--- config.mk ---
export PLATFORM = sky130hd
export DESIGN_NAME = disp_ctrl
export DESIGN_NICKNAME = d
export VERILOG_FILES = /design/src/rtl/disp_pkg.sv /design/src/rtl/bin2bcd_seq.sv /design/src/rtl/disp_ctrl.sv
export SDC_FILE = /design/constraint.sdc
export NUM_CORES = 1
export LEC_CHECK = 0
export ABC_AREA = 1
export BUFFER_PORTS_ARGS = -buffer_cell sky130_fd_sc_hd__buf_2
export CAP_MARGIN = 20
export CORE_MARGIN = 2
export CORE_UTILIZATION = 40
export DETAILED_ROUTE_END_ITERATION = 10
export GPL_TIMING_DRIVEN = 0
export SKIP_CTS_REPAIR_TIMING = 1
export SLEW_MARGIN = 20
export SYNTH_ARGS = -nofsm -noshare
export SYNTH_HDL_FRONTEND = slang
export SYNTH_SLANG_ARGS = --single-unit
--- constraint.sdc ---
create_clock -name clk -period 1.75 [get_ports clk]
set_input_delay 0.525 -clock clk [delete_from_list [all_inputs] [get_ports clk]]
set_output_delay 0.525 -clock clk [all_outputs]
set_load 0.01 [all_outputs]
--- src/rtl/disp_pkg.sv ---
// Shared types and constants for the calculator display controller.
// Optional leading-zero blanking is enabled by defining DISP_CTRL_LZB_EN.
package disp_pkg;

  localparam int unsigned DISP_DIGITS = 4;
  localparam int unsigned DISP_BCD_W  = 16;
  localparam int unsigned DISP_MAX    = 9999;
  localparam logic [DISP_BCD_W-1:0] DISP_ERR_BCD = 16'hEEEE;

  typedef enum logic [1:0] {
    ST_IDLE,
    ST_SHIFT,
    ST_BLANK,
    ST_COMMIT
  } disp_state_e;

  // Blank a digit when it and every more-significant digit are zero; digit 0 always shown
  function automatic logic [DISP_DIGITS-1:0] lzb_mask(input logic [DISP_BCD_W-1:0] bcd);
    logic [DISP_DIGITS-1:0] m;
    m    = '0;
    m[3] = (bcd[15:12] == 4'd0);
    m[2] = m[3] && (bcd[11:8] == 4'd0);
    m[1] = m[2] && (bcd[7:4] == 4'd0);
    return m;
  endfunction

endpackage

--- src/rtl/bin2bcd_seq.sv ---
// Iterative double-dabble binary-to-BCD converter, one bit per step.
module bin2bcd_seq
  import disp_pkg::*;
#(
  parameter int unsigned DW = 14
) (
  input  logic                  clk,
  input  logic                  rst,
  input  logic                  load,
  input  logic [DW-1:0]         bin_in,
  input  logic                  step,
  output logic [DISP_BCD_W-1:0] bcd,
  output logic                  last_c
);

  localparam int unsigned CW = $clog2(DW + 1);

  logic [DW-1:0]         sh_q;
  logic [CW-1:0]         cnt_q;
  logic [DISP_BCD_W-1:0] adj_c;

  // Add-3 correction on every nibble that would overflow past 9 after the shift
  always_comb begin
    adj_c = bcd;
    for (int i = 0; i < int'(DISP_DIGITS); i++) begin
      if (bcd[4*i +: 4] >= 4'd5) begin
        adj_c[4*i +: 4] = bcd[4*i +: 4] + 4'd3;
      end
    end
  end

  // Load clears the accumulator; each step shifts the next value MSB into the BCD register
  always_ff @(posedge clk) begin
    if (!rst) begin
      sh_q  <= '0;
      bcd   <= '0;
      cnt_q <= '0;
    end else if (load) begin
      sh_q  <= bin_in;
      bcd   <= '0;
      cnt_q <= '0;
    end else if (step) begin
      bcd   <= DISP_BCD_W'({adj_c, sh_q[DW-1]});
      sh_q  <= sh_q << 1;
      cnt_q <= cnt_q + CW'(1);
    end
  end

  // High while the final step is pending
  assign last_c = (cnt_q == CW'(DW - 1));

endmodule

--- src/rtl/disp_ctrl.sv ---
// Display controller: request arbiter, BCD conversion sequencer, commit registers, scan schedule.
// Leading-zero blanking is enabled by defining DISP_CTRL_LZB_EN.
module disp_ctrl
  import disp_pkg::*;
#(
  parameter int unsigned SCAN_DIV = 50000,
  parameter int unsigned DIGITS   = 4,
  parameter int unsigned DW       = 14
) (
  input  logic                   clk,
  input  logic                   rst,
  input  logic                   ent_req,
  input  logic [DW-1:0]          ent_val,
  output logic                   ent_ack,
  input  logic                   res_req,
  input  logic [DW-1:0]          res_val,
  input  logic                   res_neg,
  output logic                   res_ack,
  output logic                   busy,
  output logic [DISP_BCD_W-1:0]  disp_bcd,
  output logic [DISP_DIGITS-1:0] disp_blank,
  output logic                   disp_neg,
  output logic                   disp_err,
  output logic [1:0]             scan_idx,
  output logic                   scan_tick
);

  localparam int unsigned PW = $clog2(SCAN_DIV);

`ifdef DISP_CTRL_LZB_EN
  localparam logic [DISP_DIGITS-1:0] BLANK_RST = 4'b1110;
`else
  localparam logic [DISP_DIGITS-1:0] BLANK_RST = 4'b0000;
`endif

  disp_state_e           state_q, state_d;
  logic                  grant_res_c, grant_ent_c, load_c, step_c, last_c;
  logic [DW-1:0]         sel_val_c;
  logic [DISP_BCD_W-1:0] bcd;
  logic                  neg_q, err_q, zero_q;
  logic [DISP_DIGITS-1:0] blank_q;
  logic [PW-1:0]         presc_q;

  assign sel_val_c = grant_res_c ? res_val : ent_val;

  bin2bcd_seq #(.DW(DW)) u_b2b (
    .clk    (clk),
    .rst    (rst),
    .load   (load_c),
    .bin_in (sel_val_c),
    .step   (step_c),
    .bcd    (bcd),
    .last_c (last_c)
  );

  // FSM state register
  always_ff @(posedge clk) begin
    if (!rst) state_q <= ST_IDLE;
    else      state_q <= state_d;
  end

  // Next state and grant decode; result requester wins ties
  always_comb begin
    state_d     = state_q;
    grant_res_c = 1'b0;
    grant_ent_c = 1'b0;
    load_c      = 1'b0;
    step_c      = 1'b0;
    case (state_q)
      ST_IDLE: begin
        if (res_req) begin
          grant_res_c = 1'b1;
          load_c      = 1'b1;
          state_d     = ST_SHIFT;
        end else if (ent_req) begin
          grant_ent_c = 1'b1;
          load_c      = 1'b1;
          state_d     = ST_SHIFT;
        end
      end
      ST_SHIFT: begin
        step_c = 1'b1;
        if (last_c) state_d = ST_BLANK;
      end
      ST_BLANK:  state_d = ST_COMMIT;
      ST_COMMIT: state_d = ST_IDLE;
      default:   state_d = ST_IDLE;
    endcase
  end

  // Ack pulses and busy flag
  always_ff @(posedge clk) begin
    if (!rst) begin
      ent_ack <= 1'b0;
      res_ack <= 1'b0;
      busy    <= 1'b0;
    end else begin
      ent_ack <= grant_ent_c;
      res_ack <= grant_res_c;
      if (load_c)                    busy <= 1'b1;
      else if (state_q == ST_COMMIT) busy <= 1'b0;
    end
  end

  // Capture sign and range attributes of the granted value
  always_ff @(posedge clk) begin
    if (!rst) begin
      neg_q  <= 1'b0;
      err_q  <= 1'b0;
      zero_q <= 1'b0;
    end else if (load_c) begin
      neg_q  <= grant_res_c & res_neg;
      err_q  <= (32'(sel_val_c) > DISP_MAX);
      zero_q <= (sel_val_c == '0);
    end
  end

  // Blank mask derived once the conversion result is final
  always_ff @(posedge clk) begin
    if (!rst) begin
      blank_q <= BLANK_RST;
    end else if (state_q == ST_BLANK) begin
`ifdef DISP_CTRL_LZB_EN
      blank_q <= lzb_mask(bcd);
`else
      blank_q <= '0;
`endif
    end
  end

  // Display outputs update together, only on commit
  always_ff @(posedge clk) begin
    if (!rst) begin
      disp_bcd   <= '0;
      disp_blank <= BLANK_RST;
      disp_neg   <= 1'b0;
      disp_err   <= 1'b0;
    end else if (state_q == ST_COMMIT) begin
      disp_bcd   <= err_q ? DISP_ERR_BCD : bcd;
      disp_blank <= err_q ? '0 : blank_q;
      disp_neg   <= neg_q & ~zero_q & ~err_q;
      disp_err   <= err_q;
    end
  end

  // Free-running digit scan prescaler and index
  always_ff @(posedge clk) begin
    if (!rst) begin
      presc_q   <= '0;
      scan_idx  <= '0;
      scan_tick <= 1'b0;
    end else if (presc_q == PW'(SCAN_DIV - 1)) begin
      presc_q   <= '0;
      scan_tick <= 1'b1;
      scan_idx  <= (scan_idx == 2'(DIGITS - 1)) ? 2'd0 : scan_idx + 2'd1;
    end else begin
      presc_q   <= presc_q + PW'(1);
      scan_tick <= 1'b0;
    end
  end

endmodule

==> run summary, run 1 <==
area leader, netlist: dfxtp_1
Reg power frac: 0.414
Core Footprint: 9770 µm²
initial cell density of the core: 0.411
Sw Pwr: 0.00213 W
Tot GR Track Use: 0.186
Finish-stage setup viols: 0
P per Cell Area: 1190 nW/µm²
Worst Setup Path Type: flip-flop to flip-flop
Mapped Area: 4010 µm²
row cnt: 36
Synth async-reset ratio: 0
Placer Congestion: 0.855
global-route wire length before repair: 16.5 mm
area grow syn2layout: 16.6%
Final ANT Viol Nets: 0
Cells after Synth: 553
die width: 104 µm
Hold Crit Class: primary input to flip-flop
Routed WL per cell: 12.7 µm
Clk pwr share: 0.223
htree depth: 3
TritonCTS Sinks: 79
CTS root buf: clkbuf_8
largest net degree at the start of global routing: 13
VDD IR max: 0.000520 V
status: finished, final reports clean
crit path time final: 1610 ps
crit path DAT: 1850 ps
period utilisation layout: 0.920
cell with the most instances after synthesis: nand2_1
Commonest cells post-synth: nand2_1 (132), dfxtp_1 (79), inv_1 (62)
nets@finish: 674
Pint: 0.00342 W
prevailing post-synth register cell: dfxtp_1
Die Height: 104 µm
Max Freq: 621 MHz
initial antenna violation count: 0
net switching fraction of the power: 0.384
vias in the first global route: 3546
die area: 10800 µm²
overall power: 0.00556 W
CP max stage delay: 360 ps
FF-to-FF setup slack: 140 ps
I/O pin cnt: 61
hpwl dp: 7.13 mm
#FFs+latches synth: 79
Longest Clk Path Bufs: 2
Post-Syn Area per Cell: 7.26 µm²
Slew HR: 0.587
Leak Pwr: 2.09 nW
worst slew pin tran: 620 ps
worst endpoint required time: 1990 ps
CTS tree: yes
Critical Path Most Common Cell: nand2_1
Final Slew Violations: 0
DR vias/cell: 4.82
layout cells sized above 1: 0.196
max_cap viols: 0
Inserted Clock Buffers: 9
Clock Skews: 8.22 ps
Vias: 3676
critical path fanouts, max: 10
CP max-delay cell: dfxtp_2
sequential cell area fraction in the yosys report: 0.394
top cells by area, synth: dfxtp_1 (39%), nand2_1 (12%), inv_1 (5.8%)
Routed WL: 9.65 mm
Hold Fails Final Rpt: 0
crit path launch type: flip-flop
CP Capture Type: flip-flop
first-pass detailed-route iteration total: 4
Unique masters post-synth: 39
number of synthesized flops with an enable pin: 0
Reg clk slew, reported paths: 80 ps
DRC: 0
YS warnings: 0
Antenna Cells: 0
Port Buf Inserts: 55
clk_lat worst skew: 350 ps
post-synth top area share: 0.394
# fillers: 1023
gr ovfl total: 0
RSZ-0062 raised after global routing: no
initial DRC count: 152
critical-path cell list: inv_2 > ha_1 > buf_6 > buf_4 > nand3_1 > nand2_1 > nor2_1 > nand2_1 > nand2_1 > nand2_1 > nand2_1 > nand2_1
final core occ: 0.478
logic gate share of total power: 0.363
[power by group through the flow]
stage          sequential, W  clock [W]  combinational, W
5_1_grt              0.00235    0.00134           0.00227
3_3_place_gp         0.00232          0           0.00196
4_1_cts              0.00229    0.00127           0.00200
2_1_floorplan        0.00233          0           0.00142
6_report             0.00230    0.00124           0.00202
3_5_place_dp         0.00233          0           0.00199
[path summary, 6_finish.rpt]
kind	from	endpoint	cells past startpoint
setup / recovery	state_q[0]	err_q	12
hold / removal	res_neg	neg_q	2
setup reg to reg	state_q[0]	err_q	12
hold reg to reg	presc_q[0]	presc_q[0]	1
[sequential cells by signal (all words and copies together), names as in the netlist, 2 cells and up]
register / count
disp_bcd: 16
presc_q: 16
scan_idx: 2
state_q: 2
u_b2b.bcd: 16
u_b2b.cnt_q: 4
u_b2b.sh_q: 14
[placed cells by master (no fill, tap or decap), drive strengths merged, types with 6 or more instances in the layout]
| cell type | instances |
|---|---|
| inv | 68 |
| nand3 | 39 |
| ha | 17 |
| dfxtp | 79 |
| nor2 | 53 |
| o21ai | 39 |
| a21oi | 46 |
| nand2 | 141 |
| clkbuf | 18 |
| buf | 73 |
| nor3 | 9 |
| nand4 | 7 |
| a31oi | 7 |
| xor2 | 6 |
[per-stage QoR]
| step | instances | setup WS (ps) | hold WS (ps) | area (µm²) | setup TNS, ps |
|---|---|---|---|---|---|
| after global placement | 744 | -129 | 432 | 4470 | -1230 |
| after detailed placement | 744 | -154 | 436 | 4470 | -1340 |
| after floorplan | 556 | 290 | 417 | 4020 | 0 |
| final | 762 | 140 | 432 | 4680 | 0 |
| after global routing | 762 | 3.95 | 453 | 4680 | 0 |
| after CTS | 760 | -178 | 437 | 4640 | -1550 |
[logic make-up after synthesis]
| kind of cell | share of synthesized area |
|---|---|
| AND/OR/NAND/NOR | 0.283 |
| AO/OA/AOI/OAI | 0.144 |
| buffers and inverters | 0.110 |
| flip-flops | 0.394 |
| adder cells (fa/ha/maj) | 0.0530 |
| XOR/XNOR | 0.0153 |
| other | 0.000935 |
[layer usage]
layer	vias up	wire, µm	GRT usage
li1	1922	-	-
met1	1662	4520	0.237
met2	75	4520	0.319
met3	17	401	0.0288
met4	0	200	0.0705
met5	-	0	0
[area by class of cell]
class                      count  area (µm²)  share of cell area
multi-input combinational    386        2010               0.430
clock buffer                  12         155              0.0332
timing repair buffer          57         290              0.0621
tap                          133         166              0.0356
buffer                        22         173              0.0369
clock inverter                 4        20.0             0.00428
inverter                      69         277              0.0591
sequential                    79        1580               0.339
[critical path: cells and delay by family (launching register included)]
kind                     cells  cell delay (ps)
AND/OR/NAND/NOR              8              560
adder cells (fa/ha/maj)      1              200
buffers and inverters        3              390
flip-flops                   1              360
No activity file was read; power rests on OpenSTA's default activity.
==> inputs of run 2 (changes only) <==
--- a/config.mk
+++ b/config.mk
@@ -12,6 +12,7 @@
 export CORE_UTILIZATION = 40
 export DETAILED_ROUTE_END_ITERATION = 10
 export GPL_TIMING_DRIVEN = 0
+export SETUP_SLACK_MARGIN = 0.4
 export SKIP_CTS_REPAIR_TIMING = 1
 export SLEW_MARGIN = 20
 export SYNTH_ARGS = -nofsm -noshare
==> run summary, run 2 (synthesis gave the netlist of run 1 again) <==
Placer Congestion: 0.824
row cnt: 36
CTS tree: yes
most frequent cells in the layout: nand2_1 (124), inv_1 (55), dfxtp_1 (49)
CP Capture Type: flip-flop
P per Cell Area: 1180 nW/µm²
DP Area: 4500 µm²
Routed WL: 10.7 mm
Hold Fails Final Rpt: 0
CP max stage delay: 370 ps
placed cell count: 744
Hold Crit Class: primary input to flip-flop
final non-filler cell total: 794
CTS root buf: clkbuf_8
hold depth: 2
Routed WL per cell: 13.5 µm
nets@finish: 706
max_cap viols: 0
Worst R2R End: zero_q
TritonCTS Sinks: 79
Die Height: 104 µm
initial cell density of the core: 0.411
critical path fanouts, max: 9
I/O pin cnt: 61
initial antenna violation count: 0
design area: 5480 µm²
clk_lat worst skew: 370 ps
Final ANT Viol Nets: 0
die area: 10800 µm²
Port Buf Inserts: 55
Longest Clk Path Bufs: 2
Leak Pwr: 2.37 nW
multi-input logic area: 2260 µm²
worst slew pin tran: 658 ps
global-route wire length before repair: 16.3 mm
leading cell type in the layout, fill and taps excluded: nand2_1
Top Registers: disp_bcd: 16 flops, presc_q: 16 flops, u_b2b.bcd: 16 flops
FF-to-FF path depth: 12
area grow syn2layout: 36.5%
status: finished, final reports clean
crit path DAT: 1870 ps
Final Slew Violations: 0
critical-path cell list: inv_4 > ha_4 > buf_12 > nand2_8 > buf_8 > nand2_1 > nand2_2 > nor2_1 > nand2_1 > nor2_1 > nand2_1 > nand2_1
Worst Setup Path Type: flip-flop to flip-flop
VDD IR max: 0.000637 V
htree depth: 3
crit path launch type: flip-flop
worst endpoint required time: 2060 ps
Core Footprint: 9770 µm²
FF-to-FF setup slack: 190 ps
Tot GR Track Use: 0.185
largest net degree at the start of global routing: 15
Setup crit end: zero_q
vias in the first global route: 3501
DR vias/cell: 4.93
first-pass detailed-route iteration total: 4
period utilisation layout: 0.892
# fillers: 917
Finish-stage setup viols: 0
hpwl dp: 7.17 mm
Reg area: 1620 µm²
Slew HR: 0.561
die width: 104 µm
Max Freq: 641 MHz
Inserted Clock Buffers: 9
gr ovfl total: 0
Antenna Cells: 0
layout cells sized above 1: 0.357
RSZ-0062 raised after global routing: yes
Reg clk slew, reported paths: 90 ps
initial DRC count: 149
origin of the worst setup path: state_q[0]
FF-to-FF Start: state_q[0]
Clock Skews: 10.5 ps
crit path time final: 1560 ps
DRC: 0
Vias: 3911
CP max-delay cell: dfxtp_4
Critical Path Most Common Cell: nand2_1
## run 2: per-layer routing
| metal | track usage | routed length [µm] | vias up | share of wire |
|---|---|---|---|---|
| li1 | - | - | 1992 | - |
| met1 | 0.244 | 5020 | 1816 | 0.47 |
| met2 | 0.305 | 5120 | 88 | 0.48 |
| met3 | 0.0269 | 423 | 15 | 0.039 |
| met4 | 0.0763 | 175 | 0 | 0.016 |
| met5 | 0 | 0 | - | 0 |
## run 2: how the worst min path moves through the flow
stage               start    endpoint  slack (ps)
2_1_floorplan      zero_q      zero_q         420
3_3_place_gp   presc_q[0]  presc_q[0]         430
3_5_place_dp       zero_q      zero_q         440
4_1_cts           res_neg       neg_q         390
5_1_grt           res_neg       neg_q         400
6_report          res_neg       neg_q         400
## run 2: report_power, final
part | total, W | internal (W) | leakage (nW) | switching [W]
Sequential | 0.00236 | 0.00214 | 0.657 | 0.000221
Combinational | 0.00285 | 0.00129 | 1.63 | 0.00157
Clock | 0.00124 | 0.000515 | 0.0854 | 0.000730
Total | 0.00646 | 0.00394 | 2.37 | 0.00252
## run 2: cell type report
type | count | area share
buffer | 22 | 0.0416
clock buffer | 9 | 0.0226
clock inverter | 7 | 0.00868
inverter | 69 | 0.0553
multi-input combinational | 387 | 0.413
sequential | 79 | 0.296
tap | 133 | 0.0304
timing repair buffer | 88 | 0.133
## run 2: metrics by stage
step	setup WS [ps]	TNS (ps)	hold WS [ps]	total power, W	util
final	190	0	400	0.00646	0.560
after global placement	-175	-1700	432	0.00436	0.461
after floorplan	411	0	417	0.00384	-
after detailed placement	-180	-1620	441	0.00440	0.461
after global routing	110	0	403	0.00684	0.560
after CTS	-193	-1770	395	0.00562	0.478
## run 2: critical path: cells and delay by family, from the launching register on
family,cells,cell delay (ps)
DFF,1,370
and+or+nand+nor,8,650
adders and majority gates,1,130
buffers and inverters,3,360
